## src/rtl/softmax_job_sched_pkg.sv

```systemverilog
// Shared types and default sizing for the softmax job scheduler.
// Latency: n/a (declarations only).
// Backpressure: n/a.
package softmax_job_sched_pkg;

  localparam int SM_ADDRSIZE  = 9;
  localparam int SM_DATAWIDTH = 32;
  localparam int SM_QDEPTH    = 4;
  localparam int SM_TIMEOUT   = 1024;

  typedef enum logic [2:0] {
    S_IDLE,
    S_CLR,
    S_INIT,
    S_START,
    S_RUN,
    S_CMPL
  } state_t;

endpackage

```

## src/rtl/softmax_job_sched_if.sv

```systemverilog
// Job request, engine control, result write and completion bundle.
// Latency: n/a (wires only).
// Backpressure: req_valid/req_ready handshake; engine beats cannot be stalled.
interface softmax_job_sched_if
  import softmax_job_sched_pkg::*;
#(
  parameter int ADDRSIZE  = SM_ADDRSIZE,
  parameter int DATAWIDTH = SM_DATAWIDTH
) ();

  logic                   req_valid;
  logic                   req_ready;
  logic [ADDRSIZE-1:0]    req_start_addr;
  logic [ADDRSIZE-1:0]    req_end_addr;
  logic [ADDRSIZE-1:0]    req_out_base;
  logic [1:0]             req_id;
  logic                   sm_rst;
  logic                   sm_init;
  logic                   sm_start;
  logic [ADDRSIZE-1:0]    sm_start_addr;
  logic [ADDRSIZE-1:0]    sm_end_addr;
  logic                   sm_done;
  logic [DATAWIDTH-1:0]   sm_outp0;
  logic [DATAWIDTH-1:0]   sm_outp1;
  logic                   wr_en;
  logic [ADDRSIZE-1:0]    wr_addr;
  logic [2*DATAWIDTH-1:0] wr_data;
  logic                   cmp_valid;
  logic [1:0]             cmp_id;
  logic                   cmp_err;
  logic                   busy;

  // Scheduler side
  modport slave (
    input  req_valid, req_start_addr, req_end_addr, req_out_base, req_id,
           sm_done, sm_outp0, sm_outp1,
    output req_ready, sm_rst, sm_init, sm_start, sm_start_addr, sm_end_addr,
           wr_en, wr_addr, wr_data, cmp_valid, cmp_id, cmp_err, busy
  );

  // Host / engine side
  modport master (
    output req_valid, req_start_addr, req_end_addr, req_out_base, req_id,
           sm_done, sm_outp0, sm_outp1,
    input  req_ready, sm_rst, sm_init, sm_start, sm_start_addr, sm_end_addr,
           wr_en, wr_addr, wr_data, cmp_valid, cmp_id, cmp_err, busy
  );

endinterface

```

## src/rtl/sm_job_fifo.sv

```systemverilog
// Small synchronous FIFO holding queued job descriptors.
// Latency: 1 cycle push-to-visible; head is read combinationally.
// Backpressure: o_full blocks pushes; pops on empty are ignored.
module sm_job_fifo #(
  parameter int WIDTH = 29,
  parameter int DEPTH = 4
) (
  input  logic             clk,
  input  logic             reset,
  input  logic             i_push,
  input  logic [WIDTH-1:0] i_push_dat,
  input  logic             i_pop,
  output logic [WIDTH-1:0] o_pop_dat,
  output logic             o_full,
  output logic             o_empty
);

  localparam int AW = (DEPTH > 1) ? $clog2(DEPTH) : 1;

  logic [WIDTH-1:0] r_mem [DEPTH];
  logic [AW-1:0]    r_wptr, r_rptr;
  logic [AW:0]      r_count;
  logic             w_wr, w_rd;

  assign o_full    = (r_count == (AW+1)'(DEPTH));
  assign o_empty   = (r_count == '0);
  assign w_wr      = i_push & ~o_full;
  assign w_rd      = i_pop & ~o_empty;
  assign o_pop_dat = r_mem[r_rptr];

  // Storage array, written at the tail
  always_ff @(posedge clk) begin
    if (w_wr) r_mem[r_wptr] <= i_push_dat;
  end

  // Pointers and occupancy; simultaneous push and pop both take effect
  always_ff @(posedge clk) begin
    if (reset) begin
      r_wptr  <= '0;
      r_rptr  <= '0;
      r_count <= '0;
    end else begin
      if (w_wr) r_wptr <= r_wptr + 1'b1;
      if (w_rd) r_rptr <= r_rptr + 1'b1;
      r_count <= r_count + {{AW{1'b0}}, w_wr} - {{AW{1'b0}}, w_rd};
    end
  end

endmodule

```

## src/rtl/softmax_job_sched.sv

```systemverilog
// Queues softmax jobs and sequences the engine: clear, init, start, collect N beats, complete.
// Latency: pop-to-sm_rst 1 cycle; beats written combinationally; completion 1 cycle after last beat.
// Backpressure: req_ready drops when the job queue is full; engine beats are never stalled.
module softmax_job_sched
  import softmax_job_sched_pkg::*;
#(
  parameter int ADDRSIZE  = SM_ADDRSIZE,
  parameter int DATAWIDTH = SM_DATAWIDTH,
  parameter int QDEPTH    = SM_QDEPTH,
  parameter int TIMEOUT   = SM_TIMEOUT
) (
  input  logic               clk,
  input  logic               reset,
  softmax_job_sched_if.slave bus
);

  localparam int JW = 3*ADDRSIZE + 2;
  localparam int WW = $clog2(TIMEOUT + 1);

  state_t              r_state, w_next;
  logic [ADDRSIZE-1:0] r_start, r_end, r_base, r_cnt;
  logic [1:0]          r_id;
  logic                r_err;
  logic [WW-1:0]       r_wdog;
  logic                r_sm_rst, r_sm_init, r_sm_start, r_cmp_valid;

  logic                w_full, w_empty, w_push, w_pop, w_ready, w_act;
  logic [JW-1:0]       w_push_dat, w_head;
  logic [ADDRSIZE-1:0] w_h_start, w_h_end, w_h_base, w_n, w_cnt_nxt;
  logic [1:0]          w_h_id;
  logic                w_h_bad, w_beat, w_last, w_tmo;

  assign w_act      = ~reset;
  assign w_ready    = ~w_full & w_act;
  assign w_push     = bus.req_valid & w_ready;
  assign w_push_dat = {bus.req_start_addr, bus.req_end_addr, bus.req_out_base, bus.req_id};
  assign {w_h_start, w_h_end, w_h_base, w_h_id} = w_head;
  // Empty or inverted ranges never touch the engine
  assign w_h_bad    = (w_h_end <= w_h_start);

  sm_job_fifo #(.WIDTH(JW), .DEPTH(QDEPTH)) u_fifo (
    .clk        (clk),
    .reset      (reset),
    .i_push     (w_push),
    .i_push_dat (w_push_dat),
    .i_pop      (w_pop),
    .o_pop_dat  (w_head),
    .o_full     (w_full),
    .o_empty    (w_empty)
  );

  assign w_n       = r_end - r_start;
  assign w_cnt_nxt = r_cnt + 1'b1;
  assign w_beat    = w_act & (r_state == S_RUN) & bus.sm_done & (r_cnt < w_n);
  assign w_last    = w_beat & (w_cnt_nxt == w_n);
  assign w_tmo     = (r_state == S_RUN) & ~w_beat & (r_wdog == WW'(TIMEOUT - 1));

  // Next-state decode; a pop happens whenever IDLE or CMPL sees a queued job
  always_comb begin
    w_next = r_state;
    w_pop  = 1'b0;
    case (r_state)
      S_IDLE, S_CMPL: begin
        if (r_state == S_CMPL) w_next = S_IDLE;
        if (!w_empty) begin
          w_pop  = 1'b1;
          w_next = w_h_bad ? S_CMPL : S_CLR;
        end
      end
      S_CLR:   w_next = S_INIT;
      S_INIT:  w_next = S_START;
      S_START: w_next = S_RUN;
      S_RUN:   if (w_last || w_tmo) w_next = S_CMPL;
      default: w_next = S_IDLE;
    endcase
  end

  // State register and control pulses, registered so each tracks its state exactly
  always_ff @(posedge clk) begin
    if (reset) begin
      r_state     <= S_IDLE;
      r_sm_rst    <= 1'b0;
      r_sm_init   <= 1'b0;
      r_sm_start  <= 1'b0;
      r_cmp_valid <= 1'b0;
    end else begin
      r_state     <= w_next;
      r_sm_rst    <= (w_next == S_CLR);
      r_sm_init   <= (w_next == S_INIT);
      r_sm_start  <= (w_next == S_START);
      r_cmp_valid <= (w_next == S_CMPL);
    end
  end

  // Job registers load on pop and hold until the next pop; error latches on bad range or timeout
  always_ff @(posedge clk) begin
    if (reset) begin
      r_start <= '0;
      r_end   <= '0;
      r_base  <= '0;
      r_id    <= '0;
      r_err   <= 1'b0;
    end else if (w_pop) begin
      r_start <= w_h_start;
      r_end   <= w_h_end;
      r_base  <= w_h_base;
      r_id    <= w_h_id;
      r_err   <= w_h_bad;
    end else if (w_tmo) begin
      r_err   <= 1'b1;
    end
  end

  // Beat counter and RUN watchdog; the watchdog restarts on every accepted beat
  always_ff @(posedge clk) begin
    if (reset) begin
      r_cnt  <= '0;
      r_wdog <= '0;
    end else begin
      if (w_pop)       r_cnt <= '0;
      else if (w_beat) r_cnt <= w_cnt_nxt;
      if (r_state != S_RUN || w_beat) r_wdog <= '0;
      else                            r_wdog <= r_wdog + 1'b1;
    end
  end

  assign bus.req_ready     = w_ready;
  assign bus.sm_rst        = r_sm_rst | reset;
  assign bus.sm_init       = r_sm_init & w_act;
  assign bus.sm_start      = r_sm_start & w_act;
  assign bus.sm_start_addr = w_act ? r_start : '0;
  assign bus.sm_end_addr   = w_act ? r_end : '0;
  assign bus.wr_en         = w_beat;
  assign bus.wr_addr       = w_beat ? (r_base + r_cnt) : '0;
  assign bus.wr_data       = w_beat ? {bus.sm_outp1, bus.sm_outp0} : '0;
  assign bus.cmp_valid     = r_cmp_valid & w_act;
  assign bus.cmp_id        = (r_cmp_valid & w_act) ? r_id : 2'b00;
  assign bus.cmp_err       = r_cmp_valid & w_act & r_err;
  assign bus.busy          = w_act & ((r_state != S_IDLE) | ~w_empty);

endmodule

```

## src/flat_wrapper.sv

```systemverilog
// flat-port wrapper written by rule: the top's interface ports become plain ports
module softmax_job_sched_flat import softmax_job_sched_pkg::*;
#(
  parameter int ADDRSIZE  = SM_ADDRSIZE,
  parameter int DATAWIDTH = SM_DATAWIDTH,
  parameter int QDEPTH    = SM_QDEPTH,
  parameter int TIMEOUT   = SM_TIMEOUT
)
  (clk, reset, bus_req_valid, bus_req_start_addr, bus_req_end_addr, bus_req_out_base, bus_req_id, bus_sm_done, bus_sm_outp0, bus_sm_outp1, bus_req_ready, bus_sm_rst, bus_sm_init, bus_sm_start, bus_sm_start_addr, bus_sm_end_addr, bus_wr_en, bus_wr_addr, bus_wr_data, bus_cmp_valid, bus_cmp_id, bus_cmp_err, bus_busy);
  softmax_job_sched_if #(.ADDRSIZE(ADDRSIZE), .DATAWIDTH(DATAWIDTH)) bus_i ();
  input  logic clk;
  input  logic reset;
  input wire logic [$bits(bus_i.req_valid)-1:0] bus_req_valid;
  input wire logic [$bits(bus_i.req_start_addr)-1:0] bus_req_start_addr;
  input wire logic [$bits(bus_i.req_end_addr)-1:0] bus_req_end_addr;
  input wire logic [$bits(bus_i.req_out_base)-1:0] bus_req_out_base;
  input wire logic [$bits(bus_i.req_id)-1:0] bus_req_id;
  input wire logic [$bits(bus_i.sm_done)-1:0] bus_sm_done;
  input wire logic [$bits(bus_i.sm_outp0)-1:0] bus_sm_outp0;
  input wire logic [$bits(bus_i.sm_outp1)-1:0] bus_sm_outp1;
  output wire logic [$bits(bus_i.req_ready)-1:0] bus_req_ready;
  output wire logic [$bits(bus_i.sm_rst)-1:0] bus_sm_rst;
  output wire logic [$bits(bus_i.sm_init)-1:0] bus_sm_init;
  output wire logic [$bits(bus_i.sm_start)-1:0] bus_sm_start;
  output wire logic [$bits(bus_i.sm_start_addr)-1:0] bus_sm_start_addr;
  output wire logic [$bits(bus_i.sm_end_addr)-1:0] bus_sm_end_addr;
  output wire logic [$bits(bus_i.wr_en)-1:0] bus_wr_en;
  output wire logic [$bits(bus_i.wr_addr)-1:0] bus_wr_addr;
  output wire logic [$bits(bus_i.wr_data)-1:0] bus_wr_data;
  output wire logic [$bits(bus_i.cmp_valid)-1:0] bus_cmp_valid;
  output wire logic [$bits(bus_i.cmp_id)-1:0] bus_cmp_id;
  output wire logic [$bits(bus_i.cmp_err)-1:0] bus_cmp_err;
  output wire logic [$bits(bus_i.busy)-1:0] bus_busy;
  assign bus_i.req_valid = bus_req_valid;
  assign bus_i.req_start_addr = bus_req_start_addr;
  assign bus_i.req_end_addr = bus_req_end_addr;
  assign bus_i.req_out_base = bus_req_out_base;
  assign bus_i.req_id = bus_req_id;
  assign bus_i.sm_done = bus_sm_done;
  assign bus_i.sm_outp0 = bus_sm_outp0;
  assign bus_i.sm_outp1 = bus_sm_outp1;
  assign bus_req_ready = bus_i.req_ready;
  assign bus_sm_rst = bus_i.sm_rst;
  assign bus_sm_init = bus_i.sm_init;
  assign bus_sm_start = bus_i.sm_start;
  assign bus_sm_start_addr = bus_i.sm_start_addr;
  assign bus_sm_end_addr = bus_i.sm_end_addr;
  assign bus_wr_en = bus_i.wr_en;
  assign bus_wr_addr = bus_i.wr_addr;
  assign bus_wr_data = bus_i.wr_data;
  assign bus_cmp_valid = bus_i.cmp_valid;
  assign bus_cmp_id = bus_i.cmp_id;
  assign bus_cmp_err = bus_i.cmp_err;
  assign bus_busy = bus_i.busy;
  softmax_job_sched #(.ADDRSIZE(ADDRSIZE), .DATAWIDTH(DATAWIDTH), .QDEPTH(QDEPTH), .TIMEOUT(TIMEOUT)) u_core (.clk(clk), .reset(reset), .bus(bus_i));
endmodule
```

## config.mk

```make
export PLATFORM = sky130hd
export DESIGN_NAME = softmax_job_sched_flat
export DESIGN_NICKNAME = d
export VERILOG_FILES = /design/src/rtl/softmax_job_sched_pkg.sv /design/src/rtl/softmax_job_sched_if.sv /design/src/rtl/sm_job_fifo.sv /design/src/rtl/softmax_job_sched.sv /design/src/flat_wrapper.sv
export SDC_FILE = /design/constraint.sdc
export NUM_CORES = 1
export LEC_CHECK = 0
export BUFFER_PORTS_ARGS = -buffer_cell sky130_fd_sc_hd__buf_2
export CAP_MARGIN = 20
export CORE_ASPECT_RATIO = 1.5
export CORE_MARGIN = 3
export CORE_UTILIZATION = 54
export CTS_CLUSTER_SIZE = 8
export DETAILED_ROUTE_END_ITERATION = 10
export PLACE_DENSITY = 0.76
export SYNTH_ARGS = -nofsm -noshare
export SYNTH_HDL_FRONTEND = slang
export SYNTH_SLANG_ARGS = --single-unit
```

## constraint.sdc

```tcl
create_clock -name clk -period 4.5 [get_ports clk]
set_input_delay 0.9 -clock clk [delete_from_list [all_inputs] [get_ports clk]]
set_output_delay 0.9 -clock clk [all_outputs]
set_load 0.05 [all_outputs]
```

==> run_results.csv <==
group,metric,value,unit
status,outcome,"complete, but fails checks",
status,violations,"setup timing",
critical_path,worst_path_class_setup,"reg2out",
timing,fmax,0.2209,GHz
timing,timing.slew.headroom,50.24,%
detailed_routing,wirelength_routed,22020,um
yosys,synthesis.instances,726,
die,die_width,109.7,um
detailed_routing,route.vias.total,6302,
place,port-buffer-count,197,
clock_network,clock_tree_from_tritoncts,"yes",
timing,layout_setup_ws,-26.56,ps
yosys,synthesis.area,8716,um2
timing,fraction_of_the_cycle_the_final_worst_path_needs,100.6,%
yosys,top_reg_cell_synth,"edfxtp_1",
timing,grt_setup_unrepaired,"yes",
die,initial_cell_density_of_the_core,55.29,%
place,hpwlAfterDp,14410,um
power_and_ir_drop,peakVddDrop,354.8,uV
timing,clock_skew,14.85,ps
die,io-pin-count,198,
power_and_ir_drop,powerDensity,599.3,nW/um2
yosys,yosysTopAreaCellShare,39.97,%
layout,layout-area-overhead-vs-synth,33.81,%
power_and_ir_drop,leakagePower,4.715,nW
yosys,yosysWarningCount,0,
critical_path,critPathMaxFanout,8,
yosys,yosys-top-cells-area,"edfxtp_1, dfxtp_1, mux4_2",
critical_path,worst-endpoint-required,3600,ps
place,gpl.final_weighted_congestion,0.8507,
yosys,synth_enable_flop_cells,116,
detailed_routing,post-route-drc-count,0,
global_routing,grt_max_degree,39,
yosys,synth.largest_area_cell,"edfxtp_1",
yosys,yosys_register_bits,182,
timing,timing_worst_slew_pin_value,746.4,ps
global_routing,number_of_global_route_vias_before_repair,6298,
global_routing,groute.usage.overall,24.55,%
global_routing,grt_antenna_before_repair,0,
die,dieArea,17730,um2
timing,fin_setup_tns,-174.8,ps
yosys,top_post_synthesis_cells_by_count,"edfxtp_1, nand2_1, and2_1",
yosys,postSynth.asyncResetShare,0,%
clock_network,cts-root-buf,"clkbuf_16",
clock_network,postCtsHoldBufs,0,
clock_network,htree_depth,4,
critical_path,critical_path.endpoint_type,"primary output",
die,core_area,15770,um2
layout,post_route_cells_drive_above_1_share,40.25,%
die,die_height,161.6,um
worst_hold_path,worst_hold_path_type,"reg2reg",
layout,fill_cell_instance_count_of_the_final_layout,1012,
layout,layout_net_count,1078,
run,max_cap_violations,0,
yosys,syn-num-nets,868,
detailed_routing,drt_iter0_drc,352,
timing,timing.final.crit_period,4527,ps
layout,number_of_inserted_diodes,0,
clock_network,inserted_clock_buffers,17,
detailed_routing,post_dr_wirelength_cell,19.11,um
critical_path,timing.critical_path.from_type,"register",
yosys,post-synth-top-count-cell,"edfxtp_1",
die,fp-row-count,56,
yosys,sequential_fraction_of_the_synthesis_area,55.12,%
clock_network,clock_latency,430,ps
place,place_worst_setup_slack,32.81,ps
clock_network,cts_max_path_buffers,2,
global_routing,aggregate_global_routing_overflow,0,
global_routing,grt_first_pass_wirelength,32490,um
detailed_routing,route.antenna.remaining_nets,0,
detailed_routing,drt_first_pass_iters,4,
yosys,yosysUniqueCellTypes,55,
timing,timing_hold_violations_final,0,
clock_network,tritoncts_num_sinks,182,
timing,setup_violations,17,
critical_path,critical_path_arrival,3630,ps
timing,final_max_slew_viol_count,0,
detailed_routing,avgViaCountPerCell,5.470,
yosys,synth_area_per_cell,12.01,um2
clock_network,path_clk_slew,70,ps
[layout make-up]
class / instances / area (um2) / area share [%]
sequential: 182 / 4807 / 41.22
multi-input combinational: 480 / 3911 / 33.54
timing repair buffer: 225 / 1987 / 17.04
clock buffer: 17 / 425.4 / 3.648
tap: 203 / 254.0 / 2.178
clock inverter: 15 / 152.6 / 1.309
inverter: 30 / 125.1 / 1.073
[worst max-delay path: stages, from the launching register on]
cell and delay (ps):
dfxtp_2 340, inv_2 50, ha_4 160, fa_2 330, and2b_2 250, o2111ai_2 120, and3_4 180, or2_4 230
ha_4 210, a211o_1 260, a21oi_2 110, a31o_2 190, nand3_4 110, clkinv_8 120, buf_12 120, buf_16 120
and2_4 150, buf_8 140
[flip-flops by register name (all words and copies together), names as in the netlist, named ones only]
signal / cells
u_core.u_fifo.r_mem: 116
u_core.r_wdog: 11
u_core.r_base: 9
u_core.r_cnt: 9
u_core.r_end: 9
u_core.r_start: 9
u_core.r_state: 3
u_core.u_fifo.r_count: 3
u_core.r_id: 2
u_core.u_fifo.r_rptr: 2
u_core.u_fifo.r_wptr: 2
u_core.r_cmp_valid: 1
u_core.r_err: 1
u_core.r_sm_init: 1
u_core.r_sm_rst: 1
u_core.r_sm_start: 1
[per-layer routing]
layer,GRT usage [%],vias to the layer above,wire length (um)
li1,-,2988,-
met1,26.29,3031,7849
met2,45.83,243,12070
met3,4.438,40,1429
met4,10.72,0,670
met5,0,-,0
[path summary, 6_finish.rpt]
| kind | slack, ps | depth (start not counted) | end | from |
|---|---|---|---|---|
| max | -30 | 17 | bus_wr_data[11] | u_core.r_end[0]$_SDFFE_PP0P_ |
| min | 460 | 2 | u_core.r_start[3]$_SDFFE_PP0P_ | u_core.r_start[3]$_SDFFE_PP0P_ |
| max reg2reg | 710 | 16 | u_core.r_sm_rst$_SDFF_PP0_ | u_core.r_end[0]$_SDFFE_PP0P_ |
| min reg2reg | 460 | 2 | u_core.r_start[3]$_SDFFE_PP0P_ | u_core.r_start[3]$_SDFFE_PP0P_ |
[logic make-up (layout without fill, tap and decap cells)]
logic type / Yosys count / in the layout / share of synthesized area (%)
AND/OR/NAND/NOR: 266 / 266 / 15.52
flip-flops: 182 / 182 / 55.12
AO/OA/AOI/OAI: 89 / 89 / 6.546
buffers and inverters: 64 / 287 / 2.842
XOR/XNOR: 51 / 51 / 5.757
adder cells (fa/ha/maj): 45 / 45 / 6.718
multiplexers: 29 / 29 / 7.494
[what timing repair did]
item                       4_1_cts  5_1_grt
buffers inserted                 5        5
pin swaps                       21       14
gates cloned                     5        1
setup endpoints to repair       74       74
gates resized for setup        233       63
[stage by stage]
stage               std cells  area (um2)  util [%]  power (mW)  hold WS [ps]
CTS                      1149       11440     72.60       6.886         457.5
detailed placement       1107        9958     63.17       5.237         450.1
global placement         1107        9958     63.17       5.180         444.5
finish                   1152       11660     73.98       6.989         459.3
floorplan                 726        8728         -       4.574         431.7
global route             1152       11660     73.98       7.443         482.9
[where the power goes]
part	leakage, nW	switching (mW)	internal (mW)
Combinational	2.84	1.83	1.53
Sequential	1.59	0.201	2.00
Clock	0.283	0.676	0.742
Total	4.71	2.71	4.28
[placed cells by master, fill, tap and decap left out, types with 3 or more instances in the layout]
cell type  instances
nor2b_1           19
a21o_1             4
inv_6              3
nand2_1           77
inv_8              6
buf_6             14
o21a_1             4
o21ai_0            9
buf_12             5
xnor3_1            4
nor3_1             3
inv_1             27
edfxtp_1         116
or3_1              5
buf_8             55
mux4_2            29
and2_4            61
nor2_1            53
nand3_1           13
clkinv_4           4
buf_4             24
and2_2             3
ha_1              39
xor2_1            23
buf_16             3
a21oi_1           43
and2_1             7
or2_2              4
clkbuf_16         18
dfxtp_1           64
and3_1             7
xnor2_1           24
buf_2            123
Power figures use the tool's default switching activity.
